<file path="src/rtl/echo_seq_pkg.sv">
`default_nettype none
// ============================================================================
// Module   : echo_seq_pkg
// Purpose  : Shared state encoding, mode codes and data width for the echo
//            cancellation sequencer.
// Revision : 1.0
// ============================================================================
package echo_seq_pkg;

   localparam int DOUBLE_W = 64;

   localparam logic [1:0] MODE_AUTO   = 2'b00;
   localparam logic [1:0] MODE_TRAIN  = 2'b01;
   localparam logic [1:0] MODE_CANCEL = 2'b10;
   localparam logic [1:0] MODE_FREEZE = 2'b11;

   typedef enum logic [2:0] {
      ST_IDLE   = 3'd0,
      ST_CONV   = 3'd1,
      ST_ADAPT  = 3'd2,
      ST_CANCEL = 3'd3,
      ST_OUTPUT = 3'd4
   } seq_state_t;

endpackage
`default_nettype wire

</file>
<file path="src/rtl/seq_watchdog.sv">
`default_nettype none
// ============================================================================
// Module   : seq_watchdog
// Purpose  : Cycle counter that is cleared on state entry and flags expiry
//            once TIMEOUT cycles have been spent waiting.
// Revision : 1.0
// ============================================================================
module seq_watchdog
   import echo_seq_pkg::*;
#(
   parameter int TIMEOUT = 4095
) (
   input  logic clk_operation,
   input  logic rst,
   input  logic clear,
   input  logic count_en,
   output logic expired
);

   localparam int WD_W = (TIMEOUT < 2) ? 1 : $clog2(TIMEOUT);
   localparam logic [WD_W-1:0] c_last = WD_W'(TIMEOUT - 1);

   logic [WD_W-1:0] r_cnt;

   always_ff @(posedge clk_operation or negedge rst) begin
      if (!rst) begin
         r_cnt <= '0;
      end else if (clear) begin
         r_cnt <= '0;
      end else if (count_en && (r_cnt != c_last)) begin
         r_cnt <= r_cnt + 1'b1;
      end
   end

   // The entry cycle counts as the first waited cycle.
   assign expired = count_en && (r_cnt == c_last);

endmodule
`default_nettype wire

</file>
<file path="src/rtl/echo_cancel_seq.sv">
`default_nettype none
// ============================================================================
// Module   : echo_cancel_seq
// Purpose  : Per-sample sequencer driving converter, adaptation and
//            cancellation engines, with training/cancel path selection.
// Revision : 1.0
// ============================================================================
module echo_cancel_seq
   import echo_seq_pkg::*;
#(
   parameter int CNT_W         = 13,
   parameter int DATA_W        = DOUBLE_W,
   parameter int ITER_W        = 16,
   parameter int TRAIN_SAMPLES = 100,
   parameter int TIMEOUT       = 4095
) (
   input  logic              clk_operation,
   input  logic              rst,
   input  logic              enable,
   input  logic [CNT_W-1:0]  sampling_cycle_counter,
   input  logic [1:0]        mode,
   output logic              conv_start,
   input  logic              conv_ready,
   output logic              adapt_start,
   input  logic              adapt_ready,
   output logic              cancel_start,
   input  logic              cancel_ready,
   input  logic [DATA_W-1:0] e,
   input  logic [DATA_W-1:0] swe,
   output logic [DATA_W-1:0] out_double,
   output logic              out_start,
   output logic              training,
   output logic [ITER_W-1:0] iteration,
   output logic              busy,
   output logic              overrun,
   output logic              timeout,
   input  logic              clear_flags
);

   localparam int TC_W = (TRAIN_SAMPLES < 1) ? 1 : $clog2(TRAIN_SAMPLES + 1);
   localparam logic [TC_W-1:0] c_train_max = TC_W'(TRAIN_SAMPLES);

   seq_state_t        r_state;
   seq_state_t        w_next;
   logic              r_entry;
   logic              r_cnt_nz_prev;
   logic              r_path_train;
   logic [TC_W-1:0]   r_train_cnt;
   logic [ITER_W-1:0] r_iteration;
   logic [DATA_W-1:0] r_out_double;
   logic              r_overrun;
   logic              r_timeout;

   logic w_tick;
   logic w_train_sel;
   logic w_wait;
   logic w_ready;
   logic w_expired;
   logic w_state_change;
   logic w_accept;
   logic w_enter_output;
   logic w_timeout_set;
   logic w_overrun_set;

   // Reset value of r_cnt_nz_prev lets the first zero after reset tick.
   assign w_tick      = enable && (sampling_cycle_counter == '0) && r_cnt_nz_prev;
   assign w_train_sel = (mode == MODE_TRAIN) ||
                        ((mode == MODE_AUTO) && (r_train_cnt < c_train_max));

   assign w_wait  = (r_state == ST_CONV) || (r_state == ST_ADAPT) ||
                    (r_state == ST_CANCEL);
   assign w_ready = !r_entry &&
                    (((r_state == ST_CONV)   && conv_ready)  ||
                     ((r_state == ST_ADAPT)  && adapt_ready) ||
                     ((r_state == ST_CANCEL) && cancel_ready));

   always_comb begin
      w_next = r_state;
      unique case (r_state)
         ST_IDLE: begin
            if (w_tick && (mode != MODE_FREEZE)) w_next = ST_CONV;
         end
         ST_CONV: begin
            if (w_ready)        w_next = r_path_train ? ST_ADAPT : ST_CANCEL;
            else if (w_expired) w_next = ST_IDLE;
         end
         ST_ADAPT: begin
            if (w_ready)        w_next = ST_CANCEL;
            else if (w_expired) w_next = ST_IDLE;
         end
         ST_CANCEL: begin
            if (w_ready)        w_next = ST_OUTPUT;
            else if (w_expired) w_next = ST_IDLE;
         end
         ST_OUTPUT: w_next = ST_IDLE;
         default:   w_next = ST_IDLE;
      endcase
   end

   assign w_state_change = (w_next != r_state);
   assign w_accept       = (r_state == ST_IDLE) && w_tick && (mode != MODE_FREEZE);
   assign w_enter_output = (r_state == ST_CANCEL) && w_ready;
   assign w_timeout_set  = w_wait && !w_ready && w_expired;
   assign w_overrun_set  = w_tick && (r_state != ST_IDLE);

   seq_watchdog #(
      .TIMEOUT (TIMEOUT)
   ) u_watchdog (
      .clk_operation (clk_operation),
      .rst           (rst),
      .clear         (w_state_change),
      .count_en      (w_wait),
      .expired       (w_expired)
   );

   always_ff @(posedge clk_operation or negedge rst) begin
      if (!rst) begin
         r_state       <= ST_IDLE;
         r_entry       <= 1'b0;
         r_cnt_nz_prev <= 1'b1;
         r_path_train  <= 1'b0;
         r_train_cnt   <= '0;
         r_iteration   <= '0;
         r_out_double  <= '0;
         r_overrun     <= 1'b0;
         r_timeout     <= 1'b0;
      end else begin
         r_state       <= w_next;
         r_entry       <= w_state_change;
         r_cnt_nz_prev <= |sampling_cycle_counter;

         if (w_accept) r_path_train <= w_train_sel;

         // Result and counters land on the edge into OUTPUT so out_start
         // and the new out_double appear together.
         if (w_enter_output) begin
            r_out_double <= r_path_train ? e : swe;
            if (r_iteration != '1) r_iteration <= r_iteration + 1'b1;
            if (r_path_train && (r_train_cnt < c_train_max))
               r_train_cnt <= r_train_cnt + 1'b1;
         end

         if (w_overrun_set)    r_overrun <= 1'b1;
         else if (clear_flags) r_overrun <= 1'b0;

         if (w_timeout_set)    r_timeout <= 1'b1;
         else if (clear_flags) r_timeout <= 1'b0;
      end
   end

   assign conv_start   = r_entry && (r_state == ST_CONV);
   assign adapt_start  = r_entry && (r_state == ST_ADAPT);
   assign cancel_start = r_entry && (r_state == ST_CANCEL);
   assign out_start    = (r_state == ST_OUTPUT);
   assign out_double   = r_out_double;
   assign busy         = (r_state != ST_IDLE);
   assign training     = w_train_sel;
   assign iteration    = r_iteration;
   assign overrun      = r_overrun;
   assign timeout      = r_timeout;

endmodule
`default_nettype wire

</file>
<file path="config.mk">
export PLATFORM = sky130hd
export DESIGN_NAME = echo_cancel_seq
export DESIGN_NICKNAME = d
export VERILOG_FILES = /design/src/rtl/echo_seq_pkg.sv /design/src/rtl/seq_watchdog.sv /design/src/rtl/echo_cancel_seq.sv
export SDC_FILE = /design/constraint.sdc
export NUM_CORES = 1
export LEC_CHECK = 0
export ABC_AREA = 1
export CORE_MARGIN = 4
export CORE_UTILIZATION = 42
export CTS_BUF_LIST = sky130_fd_sc_hd__clkbuf_4 sky130_fd_sc_hd__clkbuf_8 sky130_fd_sc_hd__clkbuf_16
export DETAILED_ROUTE_END_ITERATION = 7
export PLACE_DENSITY = 0.79
export SETUP_SLACK_MARGIN = 0.05
export SLEW_MARGIN = 20
export SYNTH_ARGS = -nofsm -noshare
export SYNTH_HDL_FRONTEND = slang
export SYNTH_SLANG_ARGS = --single-unit
</file>
<file path="constraint.sdc">
create_clock -name clk_operation -period 1.83 [get_ports clk_operation]
set_input_delay 0.366 -clock clk_operation [delete_from_list [all_inputs] [get_ports clk_operation]]
set_output_delay 0.366 -clock clk_operation [all_outputs]
set_load 0.005 [all_outputs]
</file>
==> results of run 1 <==
-- what timing repair did --
item,CTS,global route
cloned,1,2
setup endpoints to repair,103,106
hold buffers,1,0
resized for setup,70,95
setup buffers,18,20
pin swaps,20,29
endpoints found under the hold margin,29,0
-- flip-flops by register name, summed over array words and instances, names as in the netlist --
register and cells:
timeout 1, r_cnt_nz_prev 1, r_entry 1, r_train_cnt 7, overrun 1, u_watchdog.r_cnt 12
r_state 3, out_double 64, iteration 16, r_path_train 1
-- through the flow --
step / utilization [%] / total power, W / hold WS [ps] / area, um^2 / std cells
2_1_floorplan: - / 0.00298 / 70.4 / 5280 / 620
3_3_place_gp: 66.3 / 0.00382 / 349 / 8060 / 1035
3_5_place_dp: 66.3 / 0.00386 / 355 / 8060 / 1035
4_1_cts: 71.3 / 0.00582 / 485 / 8670 / 1070
5_1_grt: 75.6 / 0.00613 / 501 / 9190 / 1090
6_report: 75.6 / 0.00587 / 483 / 9190 / 1090
-- cells in the final DEF (no fill, tap or decap), types with 5 or more instances in the layout --
master             n
nand2_1          104
nor2_1           154
o31ai_2           33
nor2_4            12
buf_12             5
nor2_2            15
nand3_1           11
nand3_2            7
nand2_4            6
inv_2              6
o31ai_1           32
xnor2_1           11
dfrtp_1          101
clkdlybuf4s50_1  229
clkbuf_16         10
buf_2              5
dfrtp_2            5
buf_4             52
nand4_1           10
xor2_1            17
buf_6             20
nand2_2           14
inv_1             20
-- worst register-to-register path: cells and delay by family, from the launching register on --
| family | cells | cell delay (ps) |
|---|---|---|
| xor+xnor | 1 | 260 |
| fa+ha+maj | 1 | 190 |
| buf+inv | 3 | 360 |
| flops | 1 | 370 |
| simple gates | 6 | 740 |
-- how the worst max path moves through the flow --
stage / endpoint / slack, ps / startpoint / cells after the start
after floorplan: iteration[10] / 130 / iteration[0] / 12
after global placement: iteration[13] / -210 / cancel_ready / 11
after detailed placement: out_double[28] / -310 / adapt_ready / 9
after CTS: busy / -70 / r_state[0] / 7
after global routing: u_watchdog.r_cnt[1] / -280 / u_watchdog.r_cnt[0] / 12
final: u_watchdog.r_cnt[6] / -200 / u_watchdog.r_cnt[0] / 11
-- cells by family after synthesis --
logic type	count (synthesis)	share of synthesized area, %
simple gates	344	27.8
flops	107	50.7
compound gates	76	10.4
buf+inv	58	5.02
xor+xnor	30	4.97
fa+ha+maj	4	0.947
mux	1	0.213
-- per-layer routing --
metal,track usage [%],vias up
met2,40.9,254
li1,-,2622
met4,8.80,0
met1,28.3,2706
met5,0,-
met3,6.17,41
-- power by group --
part	internal (W)	switching [W]	leakage (nW)
registers	0.00256	0.000123	1.45
clock network	0.00109	0.000870	0.135
logic	0.000795	0.000438	2.58
-- cell type report --
| type | instances | area, um^2 | area share, % |
|---|---|---|---|
| clock buffer | 11 | 240 | 2.61 |
| clock inverter | 4 | 52.6 | 0.572 |
| inverter | 28 | 115 | 1.25 |
| multi-input combinational | 456 | 2780 | 30.2 |
| sequential | 107 | 2690 | 29.2 |
| tap | 168 | 210 | 2.29 |
| timing repair buffer | 316 | 3110 | 33.9 |
==> flow_metrics.env, run 1 <==
export IMPL_outcome="finished, violations left"
export IMPL_violations="setup timing"
export IMPL_core_area_um2=12200
export IMPL_syn_num_nets=774
export IMPL_reg2reg_depth=11
export IMPL_crit_chain="inv_1 > ha_2 > nand2_2 > nor2_4 > buf_4 > nand3_1 > nand2_1 > buf_4 > nor3_1 > xor2_1 > nor2_2"
export IMPL_cts_tree="built"
export IMPL_cap_viol_max_count=0
export IMPL_synth_top_area_cell="dfrtp_1"
export IMPL_setup_ws_ps=-202
export IMPL_rsz0062_at_grt="yes"
export IMPL_wl_met1_mm=7.16
export IMPL_route_antenna_remaining_nets=0
export IMPL_numCtsBuffers=9
export IMPL_dp_hpwl_mm=12.2
export IMPL_start_util_pct=43.4
export IMPL_synth_area_um2=5280
export IMPL_cp_common_cell="buf_4"
export IMPL_die_w_um=120
export IMPL_tightest_slew_ps=476
export IMPL_min_from="out_double[45]"
export IMPL_syn_area_per_cell_um2=8.52
export IMPL_start_kind="register"
export IMPL_period_share_pct=111
export IMPL_hold_end="out_double[45]"
export IMPL_io_buffers=237
export IMPL_setup_violations=40
export IMPL_dieHeight_um=120
export IMPL_dr_pass1_iters=4
export IMPL_relSlewSlack_pct=68.3
export IMPL_skew_ps=7.51
export IMPL_preCtsSetupSlack_ps=-312
export IMPL_met3WireLength_mm=1.40
export IMPL_nNetsFinal=1072
export IMPL_r2r_slack_ps=-200
export IMPL_synth_most_common_cell="nor2_1"
export IMPL_setup_tns_ps=-4420
export IMPL_antenna_found_initial=0
export IMPL_place_gp_congestion=0.844
export IMPL_hold_class="reg -> reg"
export IMPL_dr_wl_met2_mm=9.89
export IMPL_root_buffer="clkbuf_16"
export IMPL_ys_ff_latch=107
export IMPL_synth_edff_count=0
export IMPL_powerDensity_nw_per_um2=639
export IMPL_fmax_mhz=492
export IMPL_cts_max_level=3
export IMPL_critPathBufInv=3
export IMPL_critPathCaptureType="register"
export IMPL_ys_flop_type="dfrtp_1"
export IMPL_crit_path_max_incr_delay_ps=370
export IMPL_clockBufferDepth=2
export IMPL_arrival_ps=2270
export IMPL_ios=238
export IMPL_routedWlPerCell_um=17.4
export IMPL_num_antenna_cells=0
export IMPL_critPathTopFamily="simple AND/OR/NAND/NOR gates"
export IMPL_slowest_stage="dfrtp_1"
export IMPL_synthArstFlopShare_pct=100
export IMPL_drt_iter0_drc=300
export IMPL_grt_total_usage_pct=23.7
export IMPL_die_area_um2=14400
export IMPL_grt_ovfl_total=0
export IMPL_nFillCells=808
export IMPL_worstSkewPairLatency_ps=340
export IMPL_synth_commonest_cells="nor2_1, nand2_1, dfrtp_1, o31ai_1, inv_1"
export IMPL_viasPerCell=5.16
export IMPL_drv_slew=0
export IMPL_cts_sinks=107
export IMPL_seq_area_frac_synth_pct=50.7
export IMPL_syn_to_final_growth_pct=74.0
export IMPL_leakagePower_nw=4.17
export IMPL_hold_violations=0
export IMPL_min_period_ps=2030
export IMPL_vias=5623
export IMPL_grt_pass1_vias=5590
export IMPL_min_path_cells=2
export IMPL_r2r_start="u_watchdog.r_cnt[0]"
export IMPL_rows=40
export IMPL_setup_worst_path_class="reg -> reg"
export IMPL_grt_max_degree=66
export IMPL_routed_wl_mm=19.0
export IMPL_syn_inst=620
export IMPL_synth_area_leaders="dfrtp_1, nor2_1, o31ai_1"
export IMPL_required_ps=2060
export IMPL_ir_drop_v=0.000419
export IMPL_synth_distinct_cells=34
export IMPL_grt_pass1_wl_mm=27.6
export IMPL_crit_fanout=4
export IMPL_synth_top_area_share_pct=50.2
export IMPL_top_layer_used="met4"
export IMPL_drive_above_1_share_pct=23.5
export IMPL_clkTransAtPathRegs_ps=70
export IMPL_drc=0
export IMPL_worstReg2RegEnd="u_watchdog.r_cnt[6]"
export IMPL_synth_warnings=0
Note: power is estimated with default switching activity, not from simulation.
==> run 2, diff against run 1 <==
--- a/config.mk
+++ b/config.mk
@@ -12,6 +12,7 @@
 export DETAILED_ROUTE_END_ITERATION = 7
 export PLACE_DENSITY = 0.79
 export SETUP_SLACK_MARGIN = 0.05
+export SKIP_LAST_GASP = 1
 export SLEW_MARGIN = 20
 export SYNTH_ARGS = -nofsm -noshare
 export SYNTH_HDL_FRONTEND = slang
==> run 2 against run 1 <==
  * The flow still finishes with violations (setup timing)
  * Core utilization shrank 1.3 points
  * Register-to-register slack better by 50 ps
  * Flip-flop and latch count unchanged
==> flow_metrics.env, run 2 (synthesized netlist as in run 1, its figures left out) <==
export IMPL_critPathCaptureType="register"
export IMPL_arrival_ps=2250
export IMPL_start_kind="register"
export IMPL_nFillCells=829
export IMPL_dieHeight_um=120
export IMPL_num_antenna_cells=0
export IMPL_place_gp_congestion=0.844
export IMPL_nNetsFinal=1065
export IMPL_drt_iter0_drc=285
export IMPL_worstSkewPairLatency_ps=340
export IMPL_r2r_start="r_state[0]"
export IMPL_dpl_cell_count=1035
export IMPL_largest_reg_flops=64
export IMPL_dr_pass1_iters=5
export IMPL_ios=238
export IMPL_crit_fanout=7
export IMPL_io_buffers=237
export IMPL_period_share_pct=109
export IMPL_start_util_pct=43.4
export IMPL_relSlewSlack_pct=67.6
export IMPL_hold_class="reg -> reg"
export IMPL_drv_slew=0
export IMPL_routedWlPerCell_um=16.8
export IMPL_syn_to_final_growth_pct=70.9
export IMPL_setup_worst_path_class="reg -> reg"
export IMPL_required_ps=2100
export IMPL_reg2reg_depth=14
export IMPL_leakagePower_nw=4.08
export IMPL_grt_pass1_wl_mm=27.5
export IMPL_grt_pass1_vias=5621
export IMPL_viasPerCell=5.09
export IMPL_fmax_mhz=503
export IMPL_antenna_found_initial=0
export IMPL_grt_max_degree=66
export IMPL_r2r_slack_ps=-160
export IMPL_routed_wl_mm=18.2
export IMPL_drive_above_1_share_pct=22.0
export IMPL_violations="setup timing"
export IMPL_die_w_um=120
export IMPL_root_buffer="clkbuf_16"
export IMPL_cp_startpoint="r_state[0]"
export IMPL_min_path_cells=2
export IMPL_powerDensity_nw_per_um2=648
export IMPL_setup_violations=34
export IMPL_setup_ws_ps=-157
export IMPL_dp_hpwl_mm=12.2
export IMPL_cap_viol_max_count=0
export IMPL_grt_ovfl_total=0
export IMPL_core_area_um2=12200
export IMPL_design_area_um2=9030
export IMPL_die_area_um2=14400
export IMPL_ir_drop_v=0.000418
export IMPL_fin_cells=1083
export IMPL_grt_total_usage_pct=23.6
export IMPL_numCtsBuffers=9
export IMPL_cts_tree="built"
export IMPL_setup_tns_ps=-2600
export IMPL_route_antenna_remaining_nets=0
export IMPL_vias=5512
export IMPL_outcome="finished, violations left"
export IMPL_min_period_ps=1990
export IMPL_clkTransAtPathRegs_ps=70
export IMPL_place_area_um2=8060
export IMPL_final_common_cell="clkdlybuf4s50_1"
export IMPL_cp_endpoint="u_watchdog.r_cnt[11]"
export IMPL_cts_sinks=107
export IMPL_drc=0
export IMPL_utilization_pct=74.3
export IMPL_skew_ps=5.61
export IMPL_tightest_slew_ps=487
export IMPL_final_cell_mix="clkdlybuf4s50_1, nor2_1, nand2_1, dfrtp_1, buf_4"
export IMPL_rsz0062_at_grt="yes"
export IMPL_rows=40
export IMPL_hold_violations=0
export IMPL_worstReg2RegEnd="u_watchdog.r_cnt[11]"
export IMPL_cts_max_level=3
export IMPL_clockBufferDepth=2
[run 2: cell count changes in the layout (fill, tap and decap cells not counted), sizes merged]
cell	before	now
clkdlybuf4s50	229	230
buf	83	76
dlymetal6s2s	1	0
[run 2: critical path, cell delays in order, from the launching register on]
cell and delay [ps]:
dfrtp_1 400, buf_6 140, buf_6 110, nand4_1 120, nand3_4 120, buf_6 140
nand3_2 70, nand2_2 80, nand2_1 80, nand2_1 90, nand2_2 80, nand2_1 80
nand2_2 130, nand2_4 130, nor2_2 130
[run 2: through the flow]
| stage | setup WS, ps | power [W] | hold slack [ps] |
|---|---|---|---|
| 2_1_floorplan | 129 | 0.00298 | 70.4 |
| 3_5_place_dp | -312 | 0.00386 | 355 |
| 4_1_cts | -125 | 0.00582 | 485 |
| 3_3_place_gp | -210 | 0.00382 | 349 |
| 6_report | -157 | 0.00585 | 480 |
| 5_1_grt | -248 | 0.00612 | 501 |
[run 2: what timing repair did]
| action | CTS | global route |
|---|---|---|
| pin swaps | 20 | 23 |
| hold buffers | 1 | 0 |
| endpoints found under the setup margin | 103 | 106 |
| gates cloned | 1 | 0 |
| hold endpoints to repair | 29 | 0 |
| gates resized for setup | 60 | 82 |
| setup buffers | 18 | 14 |
[run 2: report_power, final]
group | internal (W) | leakage [nW] | switching (W) | total, W
Clock | 0.00109 | 0.135 | 0.000858 | 0.00194
Combinational | 0.000793 | 2.50 | 0.000428 | 0.00122
Sequential | 0.00256 | 1.45 | 0.000122 | 0.00268
[run 2: how the worst min path moves through the flow]
stage / to / start / slack (ps)
2_1_floorplan: iteration[0] / rst / 70
3_3_place_gp: overrun / rst / 350
3_5_place_dp: out_double[8] / rst / 350
4_1_cts: out_double[45] / out_double[45] / 490
5_1_grt: out_double[52] / out_double[52] / 500
6_report: out_double[45] / out_double[45] / 480
[run 2: final cells by class]
class,count,area [um^2],share of cell area [%]
tap,168,210,2.33
multi-input combinational,456,2720,30.2
clock inverter,4,52.6,0.582
sequential,107,2680,29.7
timing repair buffer,309,3010,33.3
inverter,28,115,1.27
clock buffer,11,240,2.66
[run 2: metal layers]
metal	wire length (um)	track usage, %
met1	6900	28.1
met2	9440	40.7
met3	1380	6.31
met4	480	8.88
met5	0	0
